===== src/rtl/byte_serial_add_ctrl_pkg.sv =====
// Shared types and constants for the byte-serial add/subtract controller.
package byte_serial_add_ctrl_pkg;

    localparam int unsigned BYTE_W = 8;

    localparam logic OP_ADD = 1'b0;
    localparam logic OP_SUB = 1'b1;

    typedef enum logic [1:0] {
        IDLE = 2'd0,
        RUN  = 2'd1,
        DONE = 2'd2
    } state_t;

    // Byte-index counter width; never narrower than one bit.
    function automatic int unsigned idx_width(input int unsigned n);
        return (n > 1) ? $clog2(n) : 1;
    endfunction

endpackage


===== src/rtl/byte_serial_add_ctrl_if.sv =====
// Operation/result handshake bundle for the byte-serial add/subtract controller.
interface byte_serial_add_ctrl_if
    import byte_serial_add_ctrl_pkg::*;
#(
    parameter int unsigned N_BYTES = 4
);
    localparam int unsigned DW = BYTE_W * N_BYTES;

    logic          in_valid;
    logic          in_ready;
    logic [DW-1:0] op_a;
    logic [DW-1:0] op_b;
    logic          sub;
    logic          out_valid;
    logic          out_ready;
    logic [DW-1:0] result;
    logic          carry_out;
    logic          overflow;

    // Requester side: issues operations and consumes results.
    modport master (
        output in_valid, op_a, op_b, sub, out_ready,
        input  in_ready, out_valid, result, carry_out, overflow
    );

    // Controller side.
    modport slave (
        input  in_valid, op_a, op_b, sub, out_ready,
        output in_ready, out_valid, result, carry_out, overflow
    );

endinterface


===== src/rtl/RippleCarryAdder.sv =====
// 8-bit ripple-carry adder shared by the wide-accumulator sequencing logic.
module RippleCarryAdder (
    input  logic [7:0] A,
    input  logic [7:0] B,
    input  logic       Cin,
    output logic [7:0] S,
    output logic       Cout
);
    logic [8:0] w_c;

    assign w_c[0] = Cin;

    for (genvar g = 0; g < 8; g++) begin : g_fa
        assign S[g]       = A[g] ^ B[g] ^ w_c[g];
        assign w_c[g + 1] = (A[g] & B[g]) | (w_c[g] & (A[g] ^ B[g]));
    end

    assign Cout = w_c[8];

endmodule


===== src/rtl/byte_serial_add_ctrl.sv =====
// Runs an N_BYTES-wide add/subtract through one 8-bit ripple-carry adder,
// one byte per clock, LSB first, with the carry chained through a register.
module byte_serial_add_ctrl
    import byte_serial_add_ctrl_pkg::*;
#(
    parameter int unsigned N_BYTES = 4
) (
    input  logic                  clk,
    input  logic                  rst_n,
    byte_serial_add_ctrl_if.slave bus
);
    localparam int unsigned     DW       = BYTE_W * N_BYTES;
    localparam int unsigned     IW       = idx_width(N_BYTES);
    localparam logic [IW-1:0]   LAST_IDX = IW'(N_BYTES - 1);

    state_t r_state;
    state_t w_state_nxt;

    // Operands held byte-addressable; r_b already carries the subtract inversion.
    logic [N_BYTES-1:0][BYTE_W-1:0] r_a;
    logic [N_BYTES-1:0][BYTE_W-1:0] r_b;
    logic [N_BYTES-1:0][BYTE_W-1:0] r_result;
    logic                           r_carry;
    logic [IW-1:0]                  r_idx;
    logic                           r_carry_out;
    logic                           r_overflow;

    logic              w_accept;
    logic              w_step;
    logic              w_last;
    logic              w_in_ready;
    logic              w_out_valid;
    logic [BYTE_W-1:0] w_add_a;
    logic [BYTE_W-1:0] w_add_b;
    logic [BYTE_W-1:0] w_sum;
    logic              w_cout;
    logic              w_ovf;

    assign w_add_a = r_a[r_idx];
    assign w_add_b = r_b[r_idx];

    RippleCarryAdder u_rca (
        .A    (w_add_a),
        .B    (w_add_b),
        .Cin  (r_carry),
        .S    (w_sum),
        .Cout (w_cout)
    );

    // Only meaningful on the final (most significant) byte.
    assign w_ovf = (w_add_a[BYTE_W-1] == w_add_b[BYTE_W-1]) &&
                   (w_sum[BYTE_W-1] != w_add_a[BYTE_W-1]);

    // State register.
    always_ff @(posedge clk) begin
        if (!rst_n) begin
            r_state <= IDLE;
        end else begin
            r_state <= w_state_nxt;
        end
    end

    // Next-state decode and per-state handshake/datapath controls.
    always_comb begin
        w_state_nxt = r_state;
        w_in_ready  = 1'b0;
        w_out_valid = 1'b0;
        w_accept    = 1'b0;
        w_step      = 1'b0;
        w_last      = 1'b0;
        case (r_state)
            IDLE: begin
                w_in_ready = 1'b1;
                if (bus.in_valid) begin
                    w_accept    = 1'b1;
                    w_state_nxt = RUN;
                end
            end
            RUN: begin
                w_step = 1'b1;
                if (r_idx == LAST_IDX) begin
                    w_last      = 1'b1;
                    w_state_nxt = DONE;
                end
            end
            DONE: begin
                w_out_valid = 1'b1;
                if (bus.out_ready) begin
                    w_state_nxt = IDLE;
                end
            end
            default: begin
                w_state_nxt = IDLE;
            end
        endcase
    end

    // Operand capture, per-byte result write-back and final flag capture.
    always_ff @(posedge clk) begin
        if (!rst_n) begin
            r_a         <= '0;
            r_b         <= '0;
            r_carry     <= 1'b0;
            r_idx       <= '0;
            r_result    <= '0;
            r_carry_out <= 1'b0;
            r_overflow  <= 1'b0;
        end else if (w_accept) begin
            r_a     <= bus.op_a;
            r_b     <= bus.op_b ^ {DW{bus.sub}};
            r_carry <= (bus.sub == OP_SUB);
            r_idx   <= '0;
        end else if (w_step) begin
            r_result[r_idx] <= w_sum;
            r_carry         <= w_cout;
            if (w_last) begin
                r_idx       <= '0;
                r_carry_out <= w_cout;
                r_overflow  <= w_ovf;
            end else begin
                r_idx <= r_idx + IW'(1);
            end
        end
    end

    assign bus.in_ready  = w_in_ready;
    assign bus.out_valid = w_out_valid;
    assign bus.result    = r_result;
    assign bus.carry_out = r_carry_out;
    assign bus.overflow  = r_overflow;

endmodule

===== src/flat_wrapper.sv =====
// flat-port wrapper written by rule: the top's interface ports become plain ports
module byte_serial_add_ctrl_flat import byte_serial_add_ctrl_pkg::*;
#(
    parameter int unsigned N_BYTES = 4
)
  (clk, rst_n, bus_in_valid, bus_op_a, bus_op_b, bus_sub, bus_out_ready, bus_in_ready, bus_out_valid, bus_result, bus_carry_out, bus_overflow);
  byte_serial_add_ctrl_if #(.N_BYTES(N_BYTES)) bus_i ();
  input  logic clk;
  input  logic rst_n;
  input wire logic [$bits(bus_i.in_valid)-1:0] bus_in_valid;
  input wire logic [$bits(bus_i.op_a)-1:0] bus_op_a;
  input wire logic [$bits(bus_i.op_b)-1:0] bus_op_b;
  input wire logic [$bits(bus_i.sub)-1:0] bus_sub;
  input wire logic [$bits(bus_i.out_ready)-1:0] bus_out_ready;
  output wire logic [$bits(bus_i.in_ready)-1:0] bus_in_ready;
  output wire logic [$bits(bus_i.out_valid)-1:0] bus_out_valid;
  output wire logic [$bits(bus_i.result)-1:0] bus_result;
  output wire logic [$bits(bus_i.carry_out)-1:0] bus_carry_out;
  output wire logic [$bits(bus_i.overflow)-1:0] bus_overflow;
  assign bus_i.in_valid = bus_in_valid;
  assign bus_i.op_a = bus_op_a;
  assign bus_i.op_b = bus_op_b;
  assign bus_i.sub = bus_sub;
  assign bus_i.out_ready = bus_out_ready;
  assign bus_in_ready = bus_i.in_ready;
  assign bus_out_valid = bus_i.out_valid;
  assign bus_result = bus_i.result;
  assign bus_carry_out = bus_i.carry_out;
  assign bus_overflow = bus_i.overflow;
  byte_serial_add_ctrl #(.N_BYTES(N_BYTES)) u_core (.clk(clk), .rst_n(rst_n), .bus(bus_i));
endmodule

===== config.mk =====
export PLATFORM = sky130hd
export DESIGN_NAME = byte_serial_add_ctrl_flat
export DESIGN_NICKNAME = d
export VERILOG_FILES = /design/src/rtl/byte_serial_add_ctrl_pkg.sv /design/src/rtl/byte_serial_add_ctrl_if.sv /design/src/rtl/RippleCarryAdder.sv /design/src/rtl/byte_serial_add_ctrl.sv /design/src/flat_wrapper.sv
export SDC_FILE = /design/constraint.sdc
export NUM_CORES = 1
export LEC_CHECK = 0
export CAP_MARGIN = 15
export CORE_MARGIN = 1.5
export CORE_UTILIZATION = 54
export DETAILED_ROUTE_END_ITERATION = 10
export PLACE_DENSITY_LB_ADDON = 0.3
export SLEW_MARGIN = 20
export SYNTH_ARGS = -nofsm -noshare
export SYNTH_HDL_FRONTEND = slang
export SYNTH_SLANG_ARGS = --single-unit

===== constraint.sdc =====
create_clock -name clk -period 8.5 [get_ports clk]
set_input_delay 1.275 -clock clk [delete_from_list [all_inputs] [get_ports clk]]
set_output_delay 1.275 -clock clk [all_outputs]
set_load 0.02 [all_outputs]

Yosys cells after proc, flatten, opt, wreduce, memory -nomap -nowiden
Index checks and enable logic that the tools add are counted.

storage, ports and cells
  flip-flop bits (word level) = 103
  output and inout port bits = 36
  RAM bits = 0
  input port bits = 69
  ROM bits = 0
  memories = 0
  latch bits = 0
  logic and storage cells = 100

operators by class
  $add $sub $neg = 1
  $mul = 0
  mux-type cells = 21
  divide/modulo/power cells = 0
  magnitude comparators = 2
  reductions and logical operators = 8
  bitwise logic cells = 43
  shifts and indexed selects = 0
  eq/ne operators = 8

operator list
  operator                                                                      number
  8-bit binary-select mux with 2-bit select                                     2
  32-bit bitwise mux                                                            1
  32-bit bitwise XOR                                                            1
  8-bit two-way mux                                                             3
  1-bit bitwise AND                                                             16
  8-bit demux with 2-bit select                                                 1
  1-bit bitwise XOR                                                             16
  1-bit two-way mux                                                             9
  2-bit two-way mux                                                             4
  1-bit bitwise OR                                                              8
  2-bit case mux with 3 select lines                                            1
  3-bit AND reduction                                                           2
  2-bit == test, second input constant                                          2
  2-bit inequality test, second input constant                                  2
  2-bit by 3-bit less-than comparator with 1-bit output, second input constant  1
  2-bit by 1-bit adder with 2-bit output, second input constant                 1
  2-bit by 1-bit == test with 1-bit output, second input constant               1
  2-bit by 1-bit >= comparator with 1-bit output, second input constant         1
  1-bit logical AND                                                             2
  2-bit logical NOT                                                             1
  2-bit by 1-bit inequality test with 1-bit output, second input constant       1
  1-bit inverter                                                                2
  2-bit AND reduction                                                           1
  2-bit nonzero test                                                            1
  3 further kinds                                                               3

Longest topological paths before layout
Gate-level depths: netlist of run 1.

  depth after elaboration = 21
  mapped depth = 17
  mapped depth without buffers = 15

By module
A second synthesis of run 1 with hierarchy kept.

unflattened totals
  cells, all modules = 476
  area total of the unflattened synthesis = 4,531.8 um^2

modules (own cells, without submodules)
  module                cells each  area each (um^2)  sequential area each (um^2)  times used
  byte_serial_add_ctrl  458         4,334.2           2,062.0                      1
  RippleCarryAdder      18          197.7             0.0                          1

Worst setup path after synthesis of run 1
Ideal clock, no wire load.

  path type = reg2reg
  from = reg u_core.r_idx[1]
  to = reg u_core.r_overflow (netlist: u_core.bus.overflow)
  data arrival time = 5,073 ps
  setup slack = 3,354 ps
  buffers on the path = 2
  setup time = 73 ps
  cell stages (with the launch flop) = 18
  clock period less this slack = 5,146 ps
  required time = 8,427 ps
  cells stage by stage = dfxtp_1 > clkbuf_1 > clkbuf_1 > mux4_1 > fa_1 > fa_1 > fa_1 > fa_1 > fa_1 > inv_1 > fa_1 > inv_1 > fa_1 > inv_1 > fa_1 > nand2b_1 > or4_4 > o211ai_2

on the way
  cells in the longest elaborated chain, start to end = 20
  elaborated cells between the ends (all ways) = 41
  classes of those cells = eq/ne (3); mux (6); bitwise (30); reduce/logical (2)

ends and longest elaborated chain
  element                                                       line                                                    text
  from (decl)                                                   byte_serial_add_ctrl.sv:24                              logic [IW-1:0] r_idx;
  from (signal assigned)                                        byte_serial_add_ctrl.sv:121                             r_idx <= r_idx + IW'(1);
  8-bit binary-select mux with 2-bit select (on tied branches)  byte_serial_add_ctrl.sv:39, byte_serial_add_ctrl.sv:40
  8-bit two-way mux (on tied branches)                          byte_serial_add_ctrl.sv:39, byte_serial_add_ctrl.sv:40
  1-bit bitwise XOR                                             RippleCarryAdder.sv:15                                  assign w_c[g + 1] = (A[g] & B[g]) | (w_c[g] & (A[g] ^ B[g]));
  1-bit bitwise AND                                             RippleCarryAdder.sv:15
  1-bit bitwise OR                                              RippleCarryAdder.sv:15
  1-bit bitwise AND                                             RippleCarryAdder.sv:15
  1-bit bitwise OR                                              RippleCarryAdder.sv:15
  1-bit bitwise AND                                             RippleCarryAdder.sv:15
  (+4 left out)                                                 n/a
  1-bit bitwise OR                                              RippleCarryAdder.sv:15
  1-bit bitwise AND                                             RippleCarryAdder.sv:15
  1-bit bitwise OR                                              RippleCarryAdder.sv:15
  1-bit bitwise AND                                             RippleCarryAdder.sv:15
  1-bit bitwise OR                                              RippleCarryAdder.sv:15
  1-bit bitwise XOR                                             RippleCarryAdder.sv:14                                  assign S[g] = A[g] ^ B[g] ^ w_c[g];
  1-bit inequality test                                         byte_serial_add_ctrl.sv:52                              (w_sum[BYTE_W-1] != w_add_a[BYTE_W-1]);
  1-bit logical AND                                             byte_serial_add_ctrl.sv:51                              assign w_ovf = (w_add_a[BYTE_W-1] == w_add_b[BYTE_W-1]) &&
  to (signal assigned)                                          byte_serial_add_ctrl.sv:119                             r_overflow <= w_ovf;
  to (decl)                                                     byte_serial_add_ctrl.sv:26                              logic r_overflow;

Parallel ways exist; a longest one is shown, timed or not. The select of a mux whose other input is x is not followed.
A chain may end at the register's enable or synchronous reset.

Worst setup path after layout of run 1
Ends and elaborated chain as after synthesis.

==> results of run 1 <==
-- worst paths after layout --
check                               start                               end  slack (ns)
max          u_core.r_idx[1]$_SDFFE_PP0P_  u_core.bus.overflow$_SDFFE_PN0P_        3.20
min            u_core.r_a[1]$_SDFFE_PN0P_        u_core.r_a[1]$_SDFFE_PN0P_        0.46
max reg2reg  u_core.r_idx[1]$_SDFFE_PP0P_  u_core.bus.overflow$_SDFFE_PN0P_        3.20
min reg2reg    u_core.r_a[1]$_SDFFE_PN0P_        u_core.r_a[1]$_SDFFE_PN0P_        0.46
-- power groups by stage --
stage | Clock (mW) | Combinational (mW) | Sequential, mW
2_1_floorplan | 0 | 0.107 | 0.537
3_3_place_gp | 0 | 0.176 | 0.536
3_5_place_dp | 0 | 0.181 | 0.537
4_1_cts | 0.296 | 0.181 | 0.527
5_1_grt | 0.316 | 0.197 | 0.530
6_report | 0.294 | 0.181 | 0.527
-- synthesized netlist by cell type --
library cell  instances  share of area, %
nor3b_2               1              0.28
o21bai_1              1              0.17
nand2b_1              2              0.28
inv_1                10              0.83
o211ai_1              1              0.17
buf_6                 1              0.25
a21oi_1              58               6.4
nor2b_1               2              0.28
a211oi_1             42               6.9
nor2_1               45               3.7
nand3_1               1              0.11
ha_1                  5               1.4
fa_1                  8               3.5
nand3b_1              5              0.83
nand2_1             113               9.3
o211ai_2              1              0.28
or3b_2                1              0.19
buf_2                 8              0.88
mux4_1                8               4.6
or4_4                 1              0.25
dfxtp_1             103                45
xnor2_1              32               6.2
buf_1                 2              0.17
and3b_1               4              0.77
a22oi_1               2              0.33
nand4b_1              1              0.19
mux4_2                8               4.0
clkbuf_1             29               2.4
-- logic make-up after synthesis --
group / count (synthesis) / synth area share, %
and+or+nand+nor: 176 / 16.21
AOI/OAI and AO/OA: 105 / 14.26
DFF: 103 / 45.36
buffers and inverters: 50 / 4.514
xor gates and xnor gates: 32 / 6.166
muxes: 16 / 8.588
adders and majority gates: 13 / 4.899
-- cell type report --
cell class	count	area, µm²	area share [%]
well taps	105	131.4	2.275
clock buffers	12	165.2	2.860
repair buffers	108	1066	18.46
multi-input cells	342	2285	39.56
flip-flops and latches	103	2062	35.70
inverters	10	37.54	0.6499
clock inverters	4	28.78	0.4983
-- state kept, by name (all words and copies together), names as in the netlist --
signal and cells:
u_core.r_idx 2, u_core.bus.overflow 1, u_core.r_a 32, u_core.bus.carry_out 1, u_core.r_b 32, u_core.r_state 2, u_core.bus.result 32, u_core.r_carry 1
-- worst max-delay path: cells and delay by family, from the launching register on --
family                     cells  cell delay [ns]
buffers and inverters          4             0.50
and+or+nand+nor                2             0.59
muxes                          1             0.54
adders and majority gates      8             2.92
DFF                            1             0.59
AOI/OAI and AO/OA              1             0.08
-- per-layer routing --
metal,up-vias,GRT usage (%),wire (µm)
li1,1833,-,-
met2,112,40.18,4969
met1,1722,29.54,4281
met4,0,11.44,243
met5,-,0,0
met3,21,4.106,542
-- metrics by stage --
step	utilization [%]	worst slack (ns)	power (mW)	instance area, µm²	std cells
floorplan	-	3.354	0.6445	4546	495
detailed placement	68.27	3.222	0.7184	5582	668
global route	70.65	2.976	1.044	5776	684
CTS	70.65	3.180	1.004	5776	684
finish	70.65	3.204	1.001	5776	684
global placement	68.27	3.271	0.7123	5582	668
==> key figures, run 1 <==
Outcome
  • Status: finished clean

Power
  • Switching portion of total power: 27.08%
  • Clock share of power: 29.4%
  • Seq pwr share: 52.6%
  • Internal power: 730.2 µW
  • Combinational share of power: 18.0%
  • Switching Power: 271.2 µW
  • Leak: 2.040 nW
  • Power Dens Cells: 173.4 nW/µm²
  • VDD IR max: 0.00008301 V

Setup path
  • CP max stage delay: 0.59 ns
  • Slowest-stage cell, CP: dfxtp_1
  • Crit path kind: flip-flop to flip-flop
  • Worst EP arrival: 5.59 ns
  • Startpoint types: flip-flop
  • CP endpoint kind: flip-flop
  • Most used cell, CP: fa_1
  • Worst path required time: 8.80 ns
  • Worst path cell trace: buf_4 -> mux4_2 -> fa_1 -> fa_1 -> fa_1 -> fa_1 -> fa_1 -> inv_1 -> fa_1 -> inv_1 -> fa_1 -> inv_1 -> fa_1 -> nand2b_1 -> or4_4 -> o211ai_2
  • R2r worst-path depth: 16
  • Crit-path max FO: 11

Yosys
  • Cell Area, Synth: 4546 µm²
  • Syn nets: 577
  • Register area share after synthesis: 45.36%
  • Synth cell types: 28
  • Syn Area/Cell: 9.183 µm²
  • Yosys warns: 0
  • Post-synthesis register bit count: 103
  • Synth Instances: 495

Drt
  • Remaining DRCs: 0
  • DR vias: 3688
  • DRT antenna net count: 0
  • 1st-iter DRT viols: 173
  • DRT Pass-1 Iters: 4
  • Detailed Route WL: 10040 µm
  • DR vias/cell: 5.392
  • Avg WL per Cell: 14.67 µm

Timing
  • Final Hold Fails: 0
  • Post-Route Setup TNS: 0 ns
  • Hold_ws: 0.4574 ns
  • Max-slew violations: 0
  • Unrepaired setup endpoints after global routing: no
  • Period utilization: 62.31%
  • Tightest Pin Transition: 0.8957 ns
  • Slew Limit Headroom: 40.28%
  • FMAX: 188.8 MHz
  • Setup violations, final: 0
  • Clk_skew: 0.008149 ns
  • Fin crit period: 5.296 ns

Die
  • Initial Utilization: 55.60%
  • Num rows: 33
  • Core Region: 8175 µm²
  • Die ar.: 8978 µm²
  • Die W: 94.75 µm
  • # IOs: 105
  • Die height: 94.75 µm

Clock tree
  • Clock Path Buffers: 2
  • # clock sinks: 103
  • CTS Hold Bufs: 0
  • Setup Buffers After CTS: 0
  • CTS Buf Count: 9
  • H-tree Lvls: 3
  • TritonCTS clock tree: yes
  • Clk root buf: clkbuf_8
  • Clk Latency, worst-skew pair: 0.37 ns
  • Post-cts gate resize count: 0
  • Clock-pin slew on the worst setup and hold paths: 0.09 ns

Final layout
  • Ant diodes: 0
  • Area growth syn-to-layout: 27.06%
  • Leading cell type in the layout, fill and taps excluded: nand2_1
  • Most frequent cells in the layout: 113 x nand2_1, 103 x clkdlybuf4s50_1, 103 x dfxtp_1
  • Layout cell share with drive strength beyond 1: 5.872%
  • Fillers: 656
  • # nets final: 656

Global routing
  • GRT Overall Usage: 23.84%
  • Largest net degree at the start of global routing: 98
  • Global-route wire length before repair: 16280 µm
  • Number of global-route vias before repair: 3491
  • Initial antenna violation count: 0
  • Grt ovf: 0

Min path
  • Hold WC Path Type: flip-flop to flip-flop
  • Worst hold stages: 2

Job
  • Maxcap violations: 0

Place
  • GP Congestion: 0.7876
  • DP HPWL: 7250 µm
  • PortBufs: 104
(Power assumes the default switching activity.)
==> run 2, diff against run 1 <==
Settings changed: CORE_UTILIZATION 54 to 50.
Clock period 8.5 ns to 5.3 ns, I/O delays scaled along.
==> run 2 against run 1 <==
  * Worst setup slack got worse by 2.9 ns
  * Cell count increased by 0.44%
  * Non-clock buffer count stayed put
  * Register-to-register slack worse by 2.9 ns
  * First-iteration DRC count decreased by 13%
  * Sequential cell count is the same
  * Hold slack lost 0.0024 ns
  * Utilization down 4.8 points
  * Sequential power increased by 60%
  * Global-route usage shrank 2.8 points
  * Critical path type unchanged
==> key figures, run 2 (synthesized netlist as in run 1, its figures left out) <==
Final layout
  • # nets final: 656
  • Ant diodes: 0
  • Fillers: 725
  • Area growth syn-to-layout: 26.98%
  • Most frequent cells in the layout: 113 x nand2_1, 103 x clkdlybuf4s50_1, 103 x dfxtp_1
  • Design Area, Final: 5772 µm²
  • Layout cell share with drive strength beyond 1: 5.699%
  • Leading cell type in the layout, fill and taps excluded: nand2_1

Setup path
  • Worst EP arrival: 5.25 ns
  • Worst path required time: 5.60 ns
  • Startpoint types: flip-flop
  • Crit-path max FO: 20
  • CP endpoint kind: flip-flop
  • Crit path kind: flip-flop to flip-flop

Timing
  • Fin crit period: 4.954 ns
  • Period utilization: 93.46%
  • Setup violations, final: 0
  • Slew Limit Headroom: 41.64%
  • Tightest Pin Transition: 0.8744 ns
  • Post-Route Setup TNS: 0 ns
  • Clk_skew: 0.01361 ns
  • Final Hold Fails: 0
  • Unrepaired setup endpoints after global routing: no
  • Max-slew violations: 0
  • FMAX: 201.9 MHz

Power
  • VDD IR max: 0.0001367 V
  • Power Dens Cells: 275.9 nW/µm²
  • Leak: 2.038 nW

Drt
  • DRT antenna net count: 0
  • DR vias: 3635
  • Detailed Route WL: 9927 µm
  • DRT Pass-1 Iters: 5
  • Avg WL per Cell: 14.45 µm
  • 1st-iter DRT viols: 150
  • Remaining DRCs: 0
  • DR vias/cell: 5.291

Job
  • Maxcap violations: 0

Die
  • Die W: 98.35 µm
  • Die height: 98.35 µm
  • Num rows: 34
  • Core Region: 8763 µm²
  • # IOs: 105
  • Die ar.: 9672 µm²
  • Initial Utilization: 51.87%

Global routing
  • Global-route wire length before repair: 16270 µm
  • GRT Overall Usage: 21.02%
  • Grt ovf: 0
  • Number of global-route vias before repair: 3409
  • Largest net degree at the start of global routing: 98
  • Initial antenna violation count: 0

Clock tree
  • H-tree Lvls: 3
  • Clock-pin slew on the worst setup and hold paths: 0.10 ns
  • Clk Latency, worst-skew pair: 0.36 ns
  • Post-cts gate resize count: 0
  • TritonCTS clock tree: yes
  • Setup Buffers After CTS: 0
  • # clock sinks: 103
  • CTS Hold Bufs: 0
  • CTS Buf Count: 9
  • Clk root buf: clkbuf_8
  • Clock Path Buffers: 2

Place
  • GP Congestion: 0.7956
  • DP HPWL: 7214 µm
  • Post-DP Area: 5585 µm²
  • PortBufs: 104

Outcome
  • Status: finished clean

Min path
  • Hold WC Path Type: flip-flop to flip-flop
-- run 2: final cells by class --
class	instances	area, µm²	area share [%]
tap	108	135.1	2.341
multi-input combinational	342	2285	39.58
clock inverter	4	30.03	0.5203
clock buffer	12	155.1	2.688
inverter	10	38.79	0.6720
sequential	103	2062	35.73
timing repair buffer	108	1066	18.47
-- run 2: power by group --
group	switching, mW	internal [mW]
clock network	0.260	0.198
logic	0.148	0.144
registers	0.0248	0.818
-- run 2: path summary, 6_finish.rpt --
path,from,to,slack [ns],depth (start not counted)
worst max-delay path,u_core.r_idx[0]$_SDFFE_PP0P_,u_core.bus.overflow$_SDFFE_PN0P_,0.35,16
worst min-delay path,u_core.r_a[29]$_SDFFE_PN0P_,u_core.r_a[29]$_SDFFE_PN0P_,0.46,2
worst max register to register,u_core.r_idx[0]$_SDFFE_PP0P_,u_core.bus.overflow$_SDFFE_PN0P_,0.35,16
worst min register to register,u_core.r_a[29]$_SDFFE_PN0P_,u_core.r_a[29]$_SDFFE_PN0P_,0.46,2
-- run 2: metal layers --
metal / up-vias / part of all wire (%) / global-route usage (%)
met4: 0 / 1.8 / 7.692
met1: 1679 / 45 / 26.94
li1: 1842 / - / -
met2: 100 / 48 / 35.93
met3: 14 / 4.3 / 3.293
met5: - / 0 / 0
-- run 2: stage by stage --
step           std cells  utilization (%)  worst slack, ns  power, mW  hold slack (ns)
2_1_floorplan        495                -           0.1538      1.034           0.4315
3_3_place_gp         671            63.74           0.4551      1.144           0.4381
3_5_place_dp         671            63.74           0.3402      1.153           0.4443
4_1_cts              687            65.85           0.3239      1.597           0.4563
5_1_grt              687            65.86           0.1438      1.660           0.4774
6_report             687            65.86           0.3464      1.592           0.4550
-- run 2: worst max-delay path: stages (launching register included) --
cell	delay, ns
dfxtp_1	0.36
buf_4	0.31
mux4_2	0.37
fa_1	0.40
fa_1	0.39
fa_1	0.38
fa_1	0.38
fa_1	0.37
inv_1	0.08
fa_1	0.16
inv_1	0.05
fa_1	0.37
inv_1	0.09
fa_1	0.50
nand2b_1	0.19
or4_4	0.41
o211ai_2	0.08
==> run 3, diff against run 2 <==
Settings changed: CAP_MARGIN 15 to not set, CORE_UTILIZATION 50 to 59, DONT_BUFFER_PORTS set to 1.
==> run 3 against run 2 <==
  * Largest power group unchanged
  * Critical path depth unchanged
  * Clock power increased by 32%
  * Total power increased by 4.7%
  * Combinational power decreased by 28%
==> key figures, run 3 (synthesized netlist as in run 1, its figures left out) <==
Place
  • Dpl cells: 558
  • GP Congestion: 0.8053
  • DP HPWL: 6506 µm
  • Pre-CTS WS: 0.4034 ns
  • Post-DP Area: 4538 µm²
  • PortBufs: 0

Setup path
  • Reg2reg start: u_core.r_idx[0]$_SDFFE_PP0P_
  • Crit path kind: flip-flop to flip-flop
  • Crit. Startpoint: u_core.r_idx[0]$_SDFFE_PP0P_
  • Crit-path max FO: 20
  • Most used cell, CP: fa_1
  • CP Buf/Inv Count: 4
  • Worst path required time: 5.60 ns
  • Slowest-stage cell, CP: fa_1
  • Worst path cell trace: buf_4 -> mux4_2 -> fa_1 -> fa_1 -> fa_1 -> fa_1 -> fa_1 -> inv_1 -> fa_1 -> inv_1 -> fa_1 -> inv_1 -> fa_1 -> nand2b_1 -> or4_4 -> o211ai_2
  • Worst EP arrival: 5.23 ns
  • CP max stage delay: 0.49 ns
  • Startpoint types: flip-flop
  • CP endpoint kind: flip-flop
  • CP delay by family, top: adder cells

Global routing
  • Grt ovf: 0
  • Largest net degree at the start of global routing: 98
  • Number of global-route vias before repair: 3145
  • GRT Overall Usage: 23.45%
  • Initial antenna violation count: 0
  • Global-route wire length before repair: 15200 µm

Power
  • Tot Pwr: 1.668 mW
  • Leak: 1.678 nW
  • Power Dens Cells: 348.4 nW/µm²
  • VDD IR max: 0.0001700 V

Outcome
  • Status: finished clean

Clock tree
  • Setup Buffers After CTS: 0
  • CTS Buf Count: 9
  • TritonCTS clock tree: yes
  • Clock Path Buffers: 2
  • Clk Latency, worst-skew pair: 0.37 ns
  • Post-cts gate resize count: 0
  • H-tree Lvls: 3
  • # clock sinks: 103
  • CTS Hold Bufs: 0
  • Clk root buf: clkbuf_8
  • Clock-pin slew on the worst setup and hold paths: 0.09 ns

Timing
  • Hold_ws: 0.4537 ns
  • Setup violations, final: 0
  • Fin crit period: 4.925 ns
  • Final Hold Fails: 0
  • FMAX: 203.0 MHz
  • Period utilization: 92.93%
  • Unrepaired setup endpoints after global routing: no
  • Slew Limit Headroom: 41.99%
  • PnR worst setup slack: 0.3750 ns
  • Max-slew violations: 0
  • Tightest Pin Transition: 0.8702 ns
  • Clk_skew: 0.009947 ns
  • Post-Route Setup TNS: 0 ns

Final layout
  • Ant diodes: 0
  • Most frequent cells in the layout: 113 x nand2_1, 103 x dfxtp_1, 58 x a21oi_1
  • Area growth syn-to-layout: 5.285%
  • # nets final: 552
  • Layout cell share with drive strength beyond 1: 6.342%
  • Leading cell type in the layout, fill and taps excluded: nand2_1
  • Fin cells: 572
  • Sequential standard cell area: 2062 µm²
  • Fillers: 604
  • Design Area, Final: 4786 µm²
  • Multi-input logic area: 2285 µm²
  • Final core occ: 64.94%

Min path
  • Hold path startpoint: u_core.r_a[8]$_SDFFE_PN0P_
  • Hold WC Path Type: flip-flop to flip-flop

Drt
  • DR vias: 3275
  • 1st-iter DRT viols: 133
  • Detailed Route WL: 9302 µm
  • DR vias/cell: 5.726
  • Avg WL per Cell: 16.26 µm
  • DRT antenna net count: 0
  • Remaining DRCs: 0
  • DRT Pass-1 Iters: 4

Die
  • Num rows: 31
  • Die ar.: 8240 µm²
  • Die W: 90.78 µm
  • Initial Utilization: 61.68%
  • Core Region: 7370 µm²
  • # IOs: 105
  • Die height: 90.78 µm

Job
  • Maxcap violations: 0
run 3: worst paths after layout:
kind / slack (ns) / to / cells past startpoint
worst max-delay path: 0.37 / u_core.bus.overflow$_SDFFE_PN0P_ / 16
worst min-delay path: 0.45 / u_core.r_a[8]$_SDFFE_PN0P_ / 2
worst max register to register: 0.37 / u_core.bus.overflow$_SDFFE_PN0P_ / 16
worst min register to register: 0.45 / u_core.r_a[8]$_SDFFE_PN0P_ / 2
run 3: cell type report:
class	instances	area share, %
clock inverters	4	2.510
multi-input cells	342	47.74
repair buffers	4	0.6275
flip-flops and latches	103	43.09
clock buffers	10	2.667
inverters	10	0.7843
well taps	99	2.588
run 3: power breakdown:
part / total (mW) / switching (mW) / internal [mW]
registers: 0.854 / 0.0360 / 0.818
logic: 0.209 / 0.120 / 0.0883
clock network: 0.605 / 0.248 / 0.356
run 3: worst register-to-register path, stage by stage (launching register included):
cell,delay (ns)
dfxtp_1,0.35
buf_4,0.31
mux4_2,0.37
fa_1,0.39
fa_1,0.40
fa_1,0.39
fa_1,0.39
fa_1,0.36
inv_1,0.08
fa_1,0.17
inv_1,0.05
fa_1,0.37
inv_1,0.08
fa_1,0.49
nand2b_1,0.18
or4_4,0.41
o211ai_2,0.08
run 3: routing by layer:
| metal | share of wire [%] | vias to the layer above | track usage, % |
|---|---|---|---|
| met5 | 0 | - | 0 |
| met4 | 1.7 | 0 | 8.724 |
| met3 | 7.6 | 10 | 7.071 |
| met2 | 48 | 121 | 36.28 |
| met1 | 43 | 1524 | 31.00 |
| li1 | - | 1620 | - |
